$ cat config.mk
export PLATFORM = sky130hd
export DESIGN_NAME = mult_mod_arbiter
export DESIGN_NICKNAME = d
export VERILOG_FILES = /design/src/rtl/mult_pkg.sv /design/src/rtl/rr_arbiter.sv /design/src/rtl/mult_mod_arbiter.sv
export SDC_FILE = /design/constraint.sdc
export NUM_CORES = 1
export LEC_CHECK = 0
export BUFFER_PORTS_ARGS = -buffer_cell sky130_fd_sc_hd__buf_2
export CAP_MARGIN = 10
export CELL_PAD_IN_SITES_DETAIL_PLACEMENT = 0
export CELL_PAD_IN_SITES_GLOBAL_PLACEMENT = 1
export CORE_MARGIN = 2
export CORE_UTILIZATION = 26
export CTS_CLUSTER_SIZE = 24
export DETAILED_ROUTE_END_ITERATION = 12
export GPL_ROUTABILITY_DRIVEN = 0
export HOLD_SLACK_MARGIN = 0.05
export MAX_ROUTING_LAYER = met4
export PLACE_DENSITY = 0.77
export SLEW_MARGIN = 20
export SYNTH_ARGS = -nofsm -noshare
export SYNTH_HDL_FRONTEND = slang
export SYNTH_SLANG_ARGS = --single-unit
$ cat constraint.sdc
create_clock -name clk -period 1.9 [get_ports clk]
set_input_delay 0 -clock clk [delete_from_list [all_inputs] [get_ports clk]]
set_output_delay 0 -clock clk [all_outputs]
set_load 0.01 [all_outputs]
$ cat src/rtl/mult_pkg.sv
`default_nettype none
// ============================================================================
// mult_pkg : shared types and round-robin pick helper for mult_mod sharing
// Rev 1.0
// ============================================================================
package mult_pkg;

    localparam int unsigned Q         = 7681;
    localparam int unsigned N_REQ_MAX = 8;
    localparam int unsigned REQ_ID_W  = $clog2(N_REQ_MAX);

    typedef logic [REQ_ID_W-1:0] req_id_t;

    typedef struct packed {
        logic    vld;
        req_id_t id;
    } tag_t;

    typedef struct packed {
        logic    found;
        req_id_t id;
    } pick_t;

    // Scan descending so the last hit written is the nearest one after ptr.
    function automatic pick_t rr_pick(input logic [N_REQ_MAX-1:0] valid,
                                      input req_id_t              ptr,
                                      input int unsigned          n);
        pick_t   r;
        req_id_t idx;
        r = '0;
        for (int k = N_REQ_MAX; k >= 1; k--) begin
            if (k <= int'(n)) begin
                idx = req_id_t'((int'(ptr) + k) % int'(n));
                if (valid[idx]) begin
                    r.found = 1'b1;
                    r.id    = idx;
                end
            end
        end
        return r;
    endfunction

endpackage
`default_nettype wire

$ cat src/rtl/rr_arbiter.sv
`default_nettype none
// ============================================================================
// rr_arbiter : combinational round-robin grant with registered last-winner ptr
// Rev 1.0
// ============================================================================
module rr_arbiter
    import mult_pkg::*;
#(
    parameter int unsigned N_REQ = 4
)(
    input  logic             clk,
    input  logic             rst_n,
    input  logic [N_REQ-1:0] i_valid,
    input  logic             i_en,
    output logic [N_REQ-1:0] o_grant,
    output logic             o_grant_vld,
    output req_id_t          o_grant_id
);

    req_id_t                r_ptr;
    pick_t                  w_pick;
    logic [N_REQ_MAX-1:0]   w_valid;

    assign w_valid     = N_REQ_MAX'(i_valid);
    assign w_pick      = rr_pick(w_valid, r_ptr, N_REQ);
    assign o_grant_vld = i_en & w_pick.found;
    assign o_grant_id  = w_pick.id;
    assign o_grant     = o_grant_vld ? (N_REQ'(1) << w_pick.id) : '0;

    // A grant is always an accept, so the winner becomes the new pointer.
    always_ff @(posedge clk or negedge rst_n) begin
        if (!rst_n) begin
            r_ptr <= req_id_t'(N_REQ - 1);
        end else if (o_grant_vld) begin
            r_ptr <= w_pick.id;
        end
    end

endmodule
`default_nettype wire

$ cat src/rtl/mult_mod_arbiter.sv
`default_nettype none
// ============================================================================
// mult_mod_arbiter : shares one pipelined mult_mod among N_REQ requesters
// Rev 1.0
// ============================================================================
module mult_mod_arbiter
    import mult_pkg::*;
#(
    parameter int unsigned N_REQ    = 4,
    parameter int unsigned MULT_LAT = 3,
    parameter int unsigned WIDTH    = 13
)(
    input  logic                   clk,
    input  logic                   rst_n,
    input  logic [N_REQ-1:0]       req_valid,
    input  logic [N_REQ*WIDTH-1:0] req_a,
    input  logic [N_REQ*WIDTH-1:0] req_b,
    output logic [N_REQ-1:0]       req_ready,
    output logic [WIDTH-1:0]       mm_a,
    output logic [WIDTH-1:0]       mm_b,
    input  logic [WIDTH-1:0]       mm_prod,
    output logic [N_REQ-1:0]       rsp_valid,
    output logic [WIDTH-1:0]       rsp_data,
    input  logic                   quiesce,
    output logic                   idle
);

    logic    w_grant_vld;
    req_id_t w_grant_id;
    logic    w_in_flight;
    tag_t    r_tag [MULT_LAT];

    rr_arbiter #(
        .N_REQ       (N_REQ)
    ) u_rr_arbiter (
        .clk         (clk),
        .rst_n       (rst_n),
        .i_valid     (req_valid),
        .i_en        (~quiesce),
        .o_grant     (req_ready),
        .o_grant_vld (w_grant_vld),
        .o_grant_id  (w_grant_id)
    );

    // Operands stay at zero without a grant to keep the multiplier quiet.
    always_comb begin
        mm_a = '0;
        mm_b = '0;
        for (int i = 0; i < int'(N_REQ); i++) begin
            if (w_grant_vld && (w_grant_id == req_id_t'(i))) begin
                mm_a = req_a[i*WIDTH +: WIDTH];
                mm_b = req_b[i*WIDTH +: WIDTH];
            end
        end
    end

    always_ff @(posedge clk or negedge rst_n) begin
        if (!rst_n) begin
            for (int i = 0; i < int'(MULT_LAT); i++) begin
                r_tag[i] <= '0;
            end
        end else begin
            r_tag[0] <= {w_grant_vld, w_grant_id};
            for (int i = 1; i < int'(MULT_LAT); i++) begin
                r_tag[i] <= r_tag[i-1];
            end
        end
    end

    always_ff @(posedge clk or negedge rst_n) begin
        if (!rst_n) begin
            rsp_valid <= '0;
            rsp_data  <= '0;
        end else if (r_tag[MULT_LAT-1].vld) begin
            rsp_valid <= N_REQ'(1) << r_tag[MULT_LAT-1].id;
            rsp_data  <= mm_prod;
        end else begin
            rsp_valid <= '0;
        end
    end

    always_comb begin
        w_in_flight = 1'b0;
        for (int i = 0; i < int'(MULT_LAT); i++) begin
            w_in_flight = w_in_flight | r_tag[i].vld;
        end
    end

    assign idle = ~w_grant_vld & ~w_in_flight;

endmodule
`default_nettype wire

Word level (Yosys, flattened, before mapping)
Index checks and enable logic that the tools add are counted.
{"block": "op_classes", "n_addsub": 4, "magnitude_cmp": 4, "eq_ne": 3, "shifts": 2, "n_mux": 22, "bitwise": 11, "n_reduce_logical": 9}
{"cell": "$mux W13", "count": 8}
{"cell": "$mux W4", "count": 6}
{"cell": "$lt A3 B4 Y1 const B", "count": 4}
{"cell": "$bmux W1 S3", "count": 4}
{"cell": "$reduce_or A2 Y1", "count": 4}
{"cell": "$shl A1 B3 Y4 const A", "count": 2}
{"cell": "$eq A3 B2 Y1 const B", "count": 2}
{"cell": "$add A2 B1 Y2 const B", "count": 2}
{"cell": "$add A2 B2 Y2 const B", "count": 2}
{"cell": "$and A1 B1 Y1 const A", "count": 4}
{"cell": "$logic_and A1 B1 Y1", "count": 4}
{"cell": "$mux W1", "count": 4}
{"cell": "$eq A3 B1 Y1 const B", "count": 1}
{"cell": "$logic_not A3 Y1", "count": 1}
{"cell": "$not A1 Y1", "count": 3}
{"cell": "$and A1 B1 Y1", "count": 2}
{"cell": "$or A1 B1 Y1", "count": 2}
{"block": "word_totals", "reg_bits": 31, "input_bits": 124, "out_inout_bits": 48, "wordCells": 64}

Longest topological paths before layout
Gate-level depths: netlist of run 1.
{"block": "depth", "ltp_word": 15, "mapped_depth": 7, "ltp_nobuf": 5}

By module
Synthesis of run 1 repeated with hierarchy kept, for this count alone.
{"block": "unflattened", "hier_cells": 251, "hier_area_um2": 2142.1}
{"module": "mult_mod_arbiter", "instances": 1, "cells_each": 224, "area_per_inst_um2": 1880.6, "seq_area_each_um2": 725.7}
{"module": "rr_arbiter", "instances": 1, "cells_each": 27, "area_per_inst_um2": 261.5, "seq_area_each_um2": 52.6}

Worst setup path before layout of run 1
No wires, ideal clock.
{"block": "synth_timing", "path_kind": "register to output", "start": "register u_rr_arbiter.r_ptr[0]", "end": "output port mm_a[0]", "arrival_time_ps": 1525, "t_required_ps": 1900, "setup_slack_ps": 375, "path_stages_with_launch": 8, "n_path_buf": 2, "cell_sequence": "dfstp_2 -> nand2b_1 -> a21o_1 -> o311ai_2 -> buf_6 -> buf_8 -> mux2i_1 -> o22ai_1"}
{"block": "synth_via", "elab_chain_len": 15, "elab_cells_between_ends": 37, "cone_classes": "4 x add/sub; 3 x eq/ne; 16 x mux; 5 x bitwise; 9 x reduce/logical"}
{"element": "start: declaration", "line": "rr_arbiter.sv:20", "rtl": "req_id_t r_ptr;"}
{"element": "start signal: assignment", "line": "rr_arbiter.sv:33", "rtl": "r_ptr <= req_id_t'(N_REQ - 1);"}
{"element": "start signal: assignment", "line": "rr_arbiter.sv:35", "rtl": "r_ptr <= w_pick.id;"}
{"element": "$add A2 B1 Y2", "line": "mult_pkg.sv:33", "rtl": "idx = req_id_t'((int'(ptr) + k) % int'(n));"}
{"element": "$reduce_or A2 Y1 (no source line)"}
{"element": "$and A1 B1 Y1 (no source line)"}
{"element": "$bmux W1 S3", "line": "mult_pkg.sv:34", "rtl": "if (valid[idx]) begin"}
{"element": "$mux W1 (implied by the code)", "line": "mult_pkg.sv:34"}
{"element": "$mux W4 (3 in a row)", "line": "mult_pkg.sv:34"}
{"element": "$mux W4 *", "line": "mult_pkg.sv:34"}
{"element": "$logic_not A3 Y1 or $and A1 B1 Y1 (tied branches)", "line": "mult_mod_arbiter.sv:50, rr_arbiter.sv:26"}
{"element": "$logic_and A1 B1 Y1", "line": "mult_mod_arbiter.sv:50", "rtl": "if (w_grant_vld && (w_grant_id == req_id_t'(i))) begin"}
{"element": "$mux W13 (3 in a row)", "line": "mult_mod_arbiter.sv:50"}
{"element": "$mux W13 *", "line": "mult_mod_arbiter.sv:50"}
{"element": "end: declaration", "line": "mult_mod_arbiter.sv:19", "rtl": "output logic [WIDTH-1:0] mm_a,"}
Every way passes the cells marked *; elsewhere a longest branch is shown, timed or not. The select of a mux whose other input is x is not followed.

Worst setup path after layout of run 1
{"block": "layout_timing", "start": "register u_rr_arbiter.r_ptr[0]", "end": "output port mm_a[4]"}
Same word-level chain as after synthesis.

==> results_dict.tcl, run 1 <==
set metrics [dict create \
    clk_pin_slew_worst_paths_ps 90 \
    crit_chain "nand2b_4 -> a21o_1 -> o311ai_4 -> buf_12 -> mux2i_2 -> o22ai_2 -> buf_2" \
    grt_usage 0.137 \
    rows 30 \
    core_sq_um 6870 \
    vias 2001 \
    finalClockSkew_ps 5.92 \
    post-route-util 0.455 \
    die_h_microns 88.9 \
    fin_setup_tns_ps -337 \
    ys_ff_latch 28 \
    start_kind "register" \
    cap_violations 0 \
    initial_core_util 0.273 \
    finalCritPeriodShare 1.03 \
    critPathTopFamily "flip-flops" \
    root_buffer "clkbuf_8" \
    cts_tree "yes" \
    overflow 0 \
    worst_slack_ps -60.8 \
    arrival_ps 1960 \
    worst_hold_path_type "primary input to register" \
    cts_buffers 3 \
    finalCriticalPeriod_ps 1960 \
    synth_fp_nets 286 \
    dp_hpwl_mm 4.48 \
    grt_max_degree 37 \
    p_leak_nw 1.68 \
    yosysSeqAreaShare 0.375 \
    finalMaxSlewViolations 0 \
    antenna_found_initial 0 \
    yosysUniqueCellTypes 29 \
    syn_inst 162 \
    first_pass_iters 3 \
    layout.cells.non_filler 441 \
    finalWirelength_mm 5.96 \
    clock-sinks 28 \
    crit_required_ps 1900 \
    drc_errors 0 \
    max-vdd-ir-drop_v 0.000311 \
    drive_gt1_frac 0.641 \
    max_freq_ghz 0.510 \
    setup_viol 18 \
    grt_pass1_vias 1871 \
    worst_setup_path_end_kind "primary output" \
    io_pins 172 \
    final_nets 470 \
    clockBufferDepth 2 \
    clk_latency_ps 270 \
    slew_headroom 0.582 \
    htree_levels 1 \
    cp.depth 7 \
    hold_depth 4 \
    tightest_slew_ps 626 \
    max_stage_delay_ps 550 \
    crit_buf_inv 2 \
    die_area_sq_um 7900 \
    ff2ff_path_depth 5 \
    violations "negative setup slack" \
    wire_per_inst_microns 13.5 \
    vias_per_cell 4.54 \
    detail-route-antenna-nets 0 \
    syn_avg_cell_area_sq_um 11.6 \
    crit_type "register to primary output" \
    area_delta_synth_final_pct 66.6 \
    first_iter_violations 61 \
    p_per_area_nw_per_um2 845 \
    crit_path_max_fanout 22 \
    num_antenna_cells 0 \
    finalHoldViolCount 0 \
    outcome "finished with violations" \
    placed_cells 421 \
    grt_pass1_wl_mm 8.45 \
    die_x_microns 88.9 \
    port_buffers 171 \
    synth.cell_area_sq_um 1870 \
    critPathSlowestCell "dfstp_2" \
    grt_setup_unrepaired "true" \
    yosysWarnings 0 \
]
[power breakdown]
part | switching [mW] | leakage, nW | internal [mW]
clock network | 0.172 | 0.0357 | 0.282
registers | 0.0556 | 0.333 | 0.707
logic | 0.678 | 1.31 | 0.742
[synth_stat cells]
master	count	area share
nor3b_1	1	0.0040
and3_1	2	0.0067
or2_1	1	0.0033
nor2_1	5	0.010
clkbuf_1	3	0.0060
o22ai_2	8	0.053
buf_4	2	0.0080
mux2_2	14	0.084
o21ai_1	3	0.0080
dfstp_2	2	0.028
o22ai_1	18	0.060
nor2b_1	2	0.0067
o311ai_2	1	0.0087
nor4_1	1	0.0033
nand2_2	1	0.0033
nor2b_2	1	0.0047
a21o_1	2	0.0080
buf_1	1	0.0020
nor2_2	1	0.0033
buf_8	2	0.016
buf_6	3	0.018
and3b_1	1	0.0047
a21oi_2	1	0.0047
dfrtp_1	26	0.35
inv_1	2	0.0040
buf_2	2	0.0053
nand2b_1	2	0.0067
mux2i_1	52	0.28
nand2_1	2	0.0040
[path summary, 6_finish.rpt]
kind / startpoint / endpoint / slack (ps)
max: u_rr_arbiter.r_ptr[0]$_DFFE_PN1P_ / mm_a[4] / -60
max reg2reg: u_rr_arbiter.r_ptr[0]$_DFFE_PN1P_ / u_rr_arbiter.r_ptr[0]$_DFFE_PN1P_ / 380
min reg2reg: r_tag[4]$_DFF_PN0_ / r_tag[0]$_DFF_PN0_ / 360
min in group asynchronous: rst_n / rsp_data[2]$_DFFE_PN0P_ / 270
max in group asynchronous: rst_n / r_tag[11]$_DFF_PN0_ / 1240
min: req_valid[3] / r_tag[9]$_DFF_PN0_ / 190
[metrics by stage]
stage | hold slack (ps) | setup WS [ps] | cell area (sq um) | total power, mW
3_5_place_dp | 39.6 | 195 | 2830 | 2.10
3_3_place_gp | 39.7 | 230 | 2830 | 2.09
6_report | 192 | -60.8 | 3120 | 2.64
2_1_floorplan | -296 | 375 | 1870 | 1.66
5_1_grt | 216 | -142 | 3120 | 2.82
4_1_cts | 187 | -74.6 | 3070 | 2.60
[metal layers]
metal | routed length [microns] | vias up | global-route usage
li1 | - | 979 | -
met3 | 431 | 2 | 0.0231
met1 | 2340 | 928 | 0.155
met5 | 0 | - | -
met4 | 10 | 0 | 0.0207
met2 | 3180 | 92 | 0.256
[layout make-up]
type	instances	area [sq um]
Inverter	2	7.51
Multi-Input combinational cell	119	1110
Sequential cell	28	703
Clock inverter	1	30.0
Tap cell	96	120
Clock buffer	3	41.3
Timing Repair Buffer	192	1110
Fill cell	665	3750
[repair_timing]
item	4_1_cts	5_1_grt
cloned	0	1
hold endpoints to repair	41	0
resized for setup	3	8
setup buffers	0	0
hold buffers	15	0
setup endpoints to repair	26	28
[cells by family after synthesis]
family                 share of synthesized area
multiplexers                               0.362
flip-flops                                 0.375
AO/OA/AOI/OAI                              0.143
AND/OR/NAND/NOR                           0.0608
buffers and inverters                     0.0594
[state kept, by name, summed over array words and instances (netlist names)]
register / cells
rsp_valid: 4
r_tag: 9
rsp_data: 13
u_rr_arbiter.r_ptr: 2
[tightest hold or removal path, delay by kind of cell]
family / cells / cell delay [ps]
buf+inv: 2 / 170
simple gates: 1 / 70
compound gates: 1 / 190
[cells in the final DEF (no fill, tap or decap), drive strengths merged, types with 3 or more instances in the layout]
| cell | count |
|---|---|
| o21ai | 3 |
| nor2b | 3 |
| clkbuf | 4 |
| o22ai | 26 |
| mux2i | 52 |
| nand2 | 3 |
| dlygate4sd3 | 15 |
| dfrtp | 26 |
| buf | 176 |
| mux2 | 14 |
| nor2 | 6 |
Note: power is estimated with default switching activity, not from simulation.
==> inputs of run 2 (changes only) <==
--- a/config.mk
+++ b/config.mk
@@ -18,4 +18,5 @@
 export MAX_ROUTING_LAYER = met4
 export PLACE_DENSITY = 0.77
+export SKIP_LAST_GASP = 1
 export SLEW_MARGIN = 20
 export SYNTH_ARGS = -nofsm -noshare
==> constraint.sdc (replaced) <==
create_clock -name clk -period 1.9 [get_ports clk]
set_input_delay 0.19 -clock clk [delete_from_list [all_inputs] [get_ports clk]]
set_output_delay 0.19 -clock clk [all_outputs]
set_load 0.01 [all_outputs]
==> run 2 against run 1 <==
  * The flow still finishes with violations (negative setup slack)
  * Critical path depth is the same
  * Via count shrank 0.90%
  * Global-route usage shrank 0.11 points
  * Maximum frequency shrank 7.9%
  * Final area grew 4.7%
  * Register-to-register slack lost 140 ps
  * Worst hold slack lost 43 ps
  * Combinational power grew 16%
  * Critical endpoint is now mm_b[4]
  * Largest cell class unchanged
==> results_dict.tcl, run 2 (synthesis gave the netlist of run 1 again) <==
set metrics [dict create \
    outcome "finished with violations" \
    violations "negative setup slack" \
    start_kind "register" \
    slew_headroom 0.601 \
    r2r_setup_slack_ps 240 \
    clk_pin_slew_worst_paths_ps 90 \
    vias 1983 \
    num_antenna_cells 0 \
    finalClockSkew_ps 1.57 \
    cts_tree "yes" \
    r2r-end "u_rr_arbiter.r_ptr[1]$_DFFE_PN1P_" \
    pwr-share-comb 0.576 \
    first_pass_iters 4 \
    clock-sinks 28 \
    rows 30 \
    die_area_sq_um 7900 \
    vias_per_cell 4.57 \
    worst_slack_ps -229 \
    dp_hpwl_mm 4.55 \
    p_per_area_nw_per_um2 878 \
    max-vdd-ir-drop_v 0.000293 \
    worst_setup_path_end_kind "primary output" \
    root_buffer "clkbuf_8" \
    finalMaxSlewViolations 0 \
    port_buffers 171 \
    arrival_ps 1940 \
    post-route-util 0.476 \
    reg_top3 "rsp_data (13), r_tag (9), rsp_valid (4)" \
    layout_common_cells "buf_2, mux2i_1, dfrtp_1" \
    htree_levels 1 \
    clk_latency_ps 260 \
    r2r_start "u_rr_arbiter.r_ptr[0]$_DFFE_PN1P_" \
    wire_per_inst_microns 14.3 \
    clkPwrFrac 0.157 \
    setup_viol 30 \
    tightest_slew_ps 599 \
    max_flop_register "rsp_data" \
    grt_pass1_vias 1849 \
    post-place-ws_ps 36.4 \
    largest_reg_flops 13 \
    finalHoldViolCount 0 \
    grt_usage 0.136 \
    die_h_microns 88.9 \
    final_nets 463 \
    io_pins 172 \
    fin_setup_tns_ps -5600 \
    fin_area_sq_um 3270 \
    whs_ps 150 \
    drive_gt1_frac 0.740 \
    grt_pass1_wl_mm 8.28 \
    crit_required_ps 1710 \
    drc_errors 0 \
    detail-route-antenna-nets 0 \
    switchingPower_mw 0.997 \
    cap_violations 0 \
    overflow 0 \
    first_iter_violations 23 \
    cts_buffers 3 \
    internal-power_mw 1.87 \
    clockBufferDepth 2 \
    grt_setup_unrepaired "true" \
    hold_end "rsp_data[9]$_DFFE_PN0P_" \
    crit_path_max_fanout 7 \
    worst_hold_path_type "primary input to register" \
    initial_core_util 0.273 \
    mostFrequentLayoutCell "buf_2" \
    finalCriticalPeriod_ps 2130 \
    hp-start "mm_prod[9]" \
    power.share.switching 0.347 \
    antenna_found_initial 0 \
    hold_depth 2 \
    core_sq_um 6870 \
    grt_max_degree 29 \
    crit_type "register to primary output" \
    n_fill_cell 666 \
    finalCritPeriodShare 1.12 \
    pwr-share-seq 0.266 \
    placed_cell_area_sq_um 2880 \
    die_x_microns 88.9 \
    finalWirelength_mm 6.22 \
    p_leak_nw 1.73 \
    ff2ff_path_depth 7 \
    max_freq_ghz 0.470 \
    area_delta_synth_final_pct 74.4 \
]
## run 2: cell types whose count changed in the layout (fill, tap and decap cells not counted), moves of 3 or more
| cell | before | now |
|---|---|---|
| mux2i_1 | 43 | 39 |
| o22ai_1 | 18 | 1 |
| dlygate4sd3_1 | 15 | 1 |
| mux2i_2 | 9 | 13 |
| o22ai_2 | 8 | 25 |
| buf_16 | 0 | 3 |
## run 2: stage by stage
stage	total power, mW	instances
finish	2.87	434
global route	3.04	434
CTS	2.74	433
detailed placement	2.14	424
global placement	2.13	424
floorplan	1.66	162
## run 2: worst max-delay path by stage
stage / from / to / slack [ps] / cells after the start
2_1_floorplan: u_rr_arbiter.r_ptr[0]$_DFFE_PN1P_ / mm_a[0] / 180 / 7
3_3_place_gp: u_rr_arbiter.r_ptr[0]$_DFFE_PN1P_ / mm_a[4] / 70 / 7
3_5_place_dp: u_rr_arbiter.r_ptr[0]$_DFFE_PN1P_ / mm_a[4] / 40 / 7
4_1_cts: u_rr_arbiter.r_ptr[0]$_DFFE_PN1P_ / mm_b[7] / -230 / 7
5_1_grt: u_rr_arbiter.r_ptr[0]$_DFFE_PN1P_ / mm_b[7] / -310 / 7
6_report: u_rr_arbiter.r_ptr[0]$_DFFE_PN1P_ / mm_b[4] / -230 / 7
## run 2: what timing repair did
action,CTS,global route
resized for setup,10,30
setup endpoints to repair,30,30
hold endpoints to repair,26,0
hold buffers,1,0
pin swaps,0,1
setup buffers,1,0
cloned,3,1
## run 2: metal layers
layer  vias to the layer above  part of all wire  GRT usage
li1                        965                 -          -
met1                       918              0.38      0.159
met2                        98              0.54      0.249
met3                         2             0.077     0.0231
met4                         0            0.0016     0.0207
met5                         -                 0          -
## run 2: final cells by class
cell class,instances,area [sq um],area share
multi-input cells,119,1260,0.385
well taps,96,120,0.0367
flip-flops and latches,28,703,0.215
repair buffers,185,1110,0.339
inverters,2,7.51,0.00230
clock inverters,1,30.0,0.00918
clock buffers,3,41.3,0.0126
## run 2: power by group through the flow
stage                     Sequential [mW]  Combinational (mW)  Clock [mW]
after floorplan                     0.784               0.874           0
after global placement              0.768                1.36           0
after detailed placement            0.776                1.37           0
after CTS                           0.765                1.50       0.469
after global routing                0.779                1.78       0.490
final                               0.764                1.65       0.452
## run 2: critical path, stage by stage, from the launching register on
cell	delay, ps
dfstp_2	560
nand2b_4	120
nand2_1	50
a21o_1	160
or2_4	330
clkbuf_16	190
o22ai_1	100
buf_2	150
==> inputs of run 3 (changes only) <==
SETUP_SLACK_MARGIN = 0.2   (was default)
==> run 3 against run 2 <==
  * The run still ends with negative setup slack left
  * Register-to-register slack is essentially flat
  * Combinational power is essentially flat
  * Cell count grew 0.92%
  * Flip-flop and latch count is the same
  * Sequential power is essentially flat
  * Global-route usage grew 1.4 points
  * Core utilization shrank 0.55 points
  * Via count is essentially flat
  * Worst hold slack lost 5.3 ps
  * Final area shrank 1.1%
==> results_dict.tcl, run 3 (synthesis gave the netlist of run 1 again) <==
set metrics [dict create \
    layout_common_cells "buf_2, mux2i_1, dfrtp_1" \
    violations "negative setup slack" \
    arrival_ps 1940 \
    max_flop_register "rsp_data" \
    slew_headroom 0.597 \
    switchingPower_mw 0.989 \
    outcome "finished with violations" \
    finalClockSkew_ps 8.74 \
    grt_usage 0.150 \
    wire_per_inst_microns 15.0 \
    die_area_sq_um 7900 \
    p_per_area_nw_per_um2 879 \
    max-vdd-ir-drop_v 0.000475 \
    grt_setup_unrepaired "true" \
    dp_hpwl_mm 4.98 \
    finalMaxSlewViolations 0 \
    vias 1982 \
    port_buffers 171 \
    finalCriticalPeriod_ps 2130 \
    root_buffer "clkbuf_8" \
    pwr-share-seq 0.269 \
    finalCritPeriodShare 1.12 \
    max_freq_ghz 0.469 \
    clock-sinks 28 \
    cap_violations 0 \
    placed_cells 424 \
    io_pins 172 \
    die_x_microns 88.9 \
    largest_reg_flops 13 \
    detail-route-antenna-nets 0 \
    grt_max_degree 29 \
    power.share.switching 0.348 \
    antenna_found_initial 0 \
    placed_cell_area_sq_um 2900 \
    grt_pass1_vias 1951 \
    pwr-share-comb 0.570 \
    worst_slack_ps -233 \
    finalHoldViolCount 0 \
    cts_buffers 3 \
    worst_setup_path_end_kind "primary output" \
    die_h_microns 88.9 \
    fin_area_sq_um 3230 \
    first_iter_violations 40 \
    drc_errors 0 \
    overflow 0 \
    clk_latency_ps 270 \
    worst_hold_path_type "primary input to register" \
    internal-power_mw 1.85 \
    first_pass_iters 4 \
    clkPwrFrac 0.161 \
    cts_tree "yes" \
    mostFrequentLayoutCell "buf_2" \
    layout.cells.non_filler 438 \
    clockBufferDepth 2 \
    post-place-ws_ps 15.9 \
    rows 30 \
    n_fill_cell 656 \
    reg_top3 "rsp_data (13), r_tag (9), rsp_valid (4)" \
    crit_path_max_fanout 12 \
    htree_levels 1 \
    crit_required_ps 1710 \
    finalWirelength_mm 6.55 \
    crit_type "register to primary output" \
    area_delta_synth_final_pct 72.4 \
    drive_gt1_frac 0.703 \
    core_sq_um 6870 \
    p_leak_nw 1.73 \
    tightest_slew_ps 604 \
    setup_viol 29 \
    grt_pass1_wl_mm 8.94 \
    vias_per_cell 4.53 \
    initial_core_util 0.273 \
    final_nets 465 \
    start_kind "register" \
    clk_pin_slew_worst_paths_ps 100 \
]
[run 3: cell count changes in the layout (fill, tap and decap cells not counted), moves of 2 or more]
cell / previous run / this run
buf_6: 1 / 5
diode_2: 0 / 2
mux2i_1: 39 / 46
mux2i_2: 13 / 5
o22ai_1: 1 / 10
o22ai_2: 25 / 16
[run 3: cell type report]
cell class	instances	area, sq um	share of cell area
clock inverters	1	30.0	0.00929
well taps	96	120	0.0372
inverters	2	7.51	0.00232
repair buffers	187	1130	0.350
flip-flops and latches	28	704	0.218
clock buffers	3	41.3	0.0128
multi-input cells	119	1190	0.369
diodes	2	5.00	0.00155
[run 3: layer usage]
| layer | GRT usage | up-vias | part of all wire |
|---|---|---|---|
| met4 | 0.0344 | 0 | 0.0040 |
| met5 | - | - | 0 |
| met2 | 0.295 | 102 | 0.57 |
| met3 | 0.0351 | 2 | 0.078 |
| li1 | - | 970 | - |
| met1 | 0.146 | 908 | 0.35 |
[run 3: worst paths after layout]
| kind | start | endpoint | slack [ps] | cells past startpoint |
|---|---|---|---|---|
| worst max-delay path | u_rr_arbiter.r_ptr[0]$_DFFE_PN1P_ | mm_b[1] | -230 | 7 |
| worst min-delay path | mm_prod[7] | rsp_data[7]$_DFFE_PN0P_ | 140 | 2 |
| worst max register to register | u_rr_arbiter.r_ptr[0]$_DFFE_PN1P_ | u_rr_arbiter.r_ptr[1]$_DFFE_PN1P_ | 250 | 7 |
| worst min register to register | r_tag[4]$_DFF_PN0_ | r_tag[0]$_DFF_PN0_ | 350 | 0 |
| max in group asynchronous | rst_n | r_tag[3]$_DFF_PN0_ | 1010 | 2 |
| min in group asynchronous | rst_n | rsp_data[9]$_DFFE_PN0P_ | 460 | 2 |
[run 3: per-stage QoR]
step / power (mW) / hold WS (ps) / utilization / TNS, ps
2_1_floorplan: 1.70 / -106 / - / 0
3_3_place_gp: 2.14 / 232 / 0.423 / 0
3_5_place_dp: 2.16 / 241 / 0.423 / 0
4_1_cts: 2.81 / 136 / 0.459 / -5630
5_1_grt: 3.01 / 134 / 0.470 / -8290
6_report: 2.84 / 144 / 0.470 / -5500
[run 3: power groups by stage]
stage	registers (mW)	clock network [mW]	logic, mW
2_1_floorplan	0.784	0	0.917
3_3_place_gp	0.768	0	1.37
3_5_place_dp	0.773	0	1.39
4_1_cts	0.763	0.476	1.57
5_1_grt	0.776	0.494	1.74
6_report	0.763	0.458	1.62
[run 3: worst max-delay path: stages, from the launching register on]
cell,delay (ps)
dfstp_2,560
nand2b_4,130
a21o_1,150
o311ai_4,130
buf_4,240
mux2i_1,220
o22ai_2,100
buf_2,150
[run 3: what timing repair did]
item,4_1_cts,5_1_grt
setup buffers,1,1
pin swaps,0,0
gates cloned,3,2
endpoints found under the hold margin,26,0
endpoints found under the setup margin,30,31
hold buffers,1,0
gates resized for setup,19,8
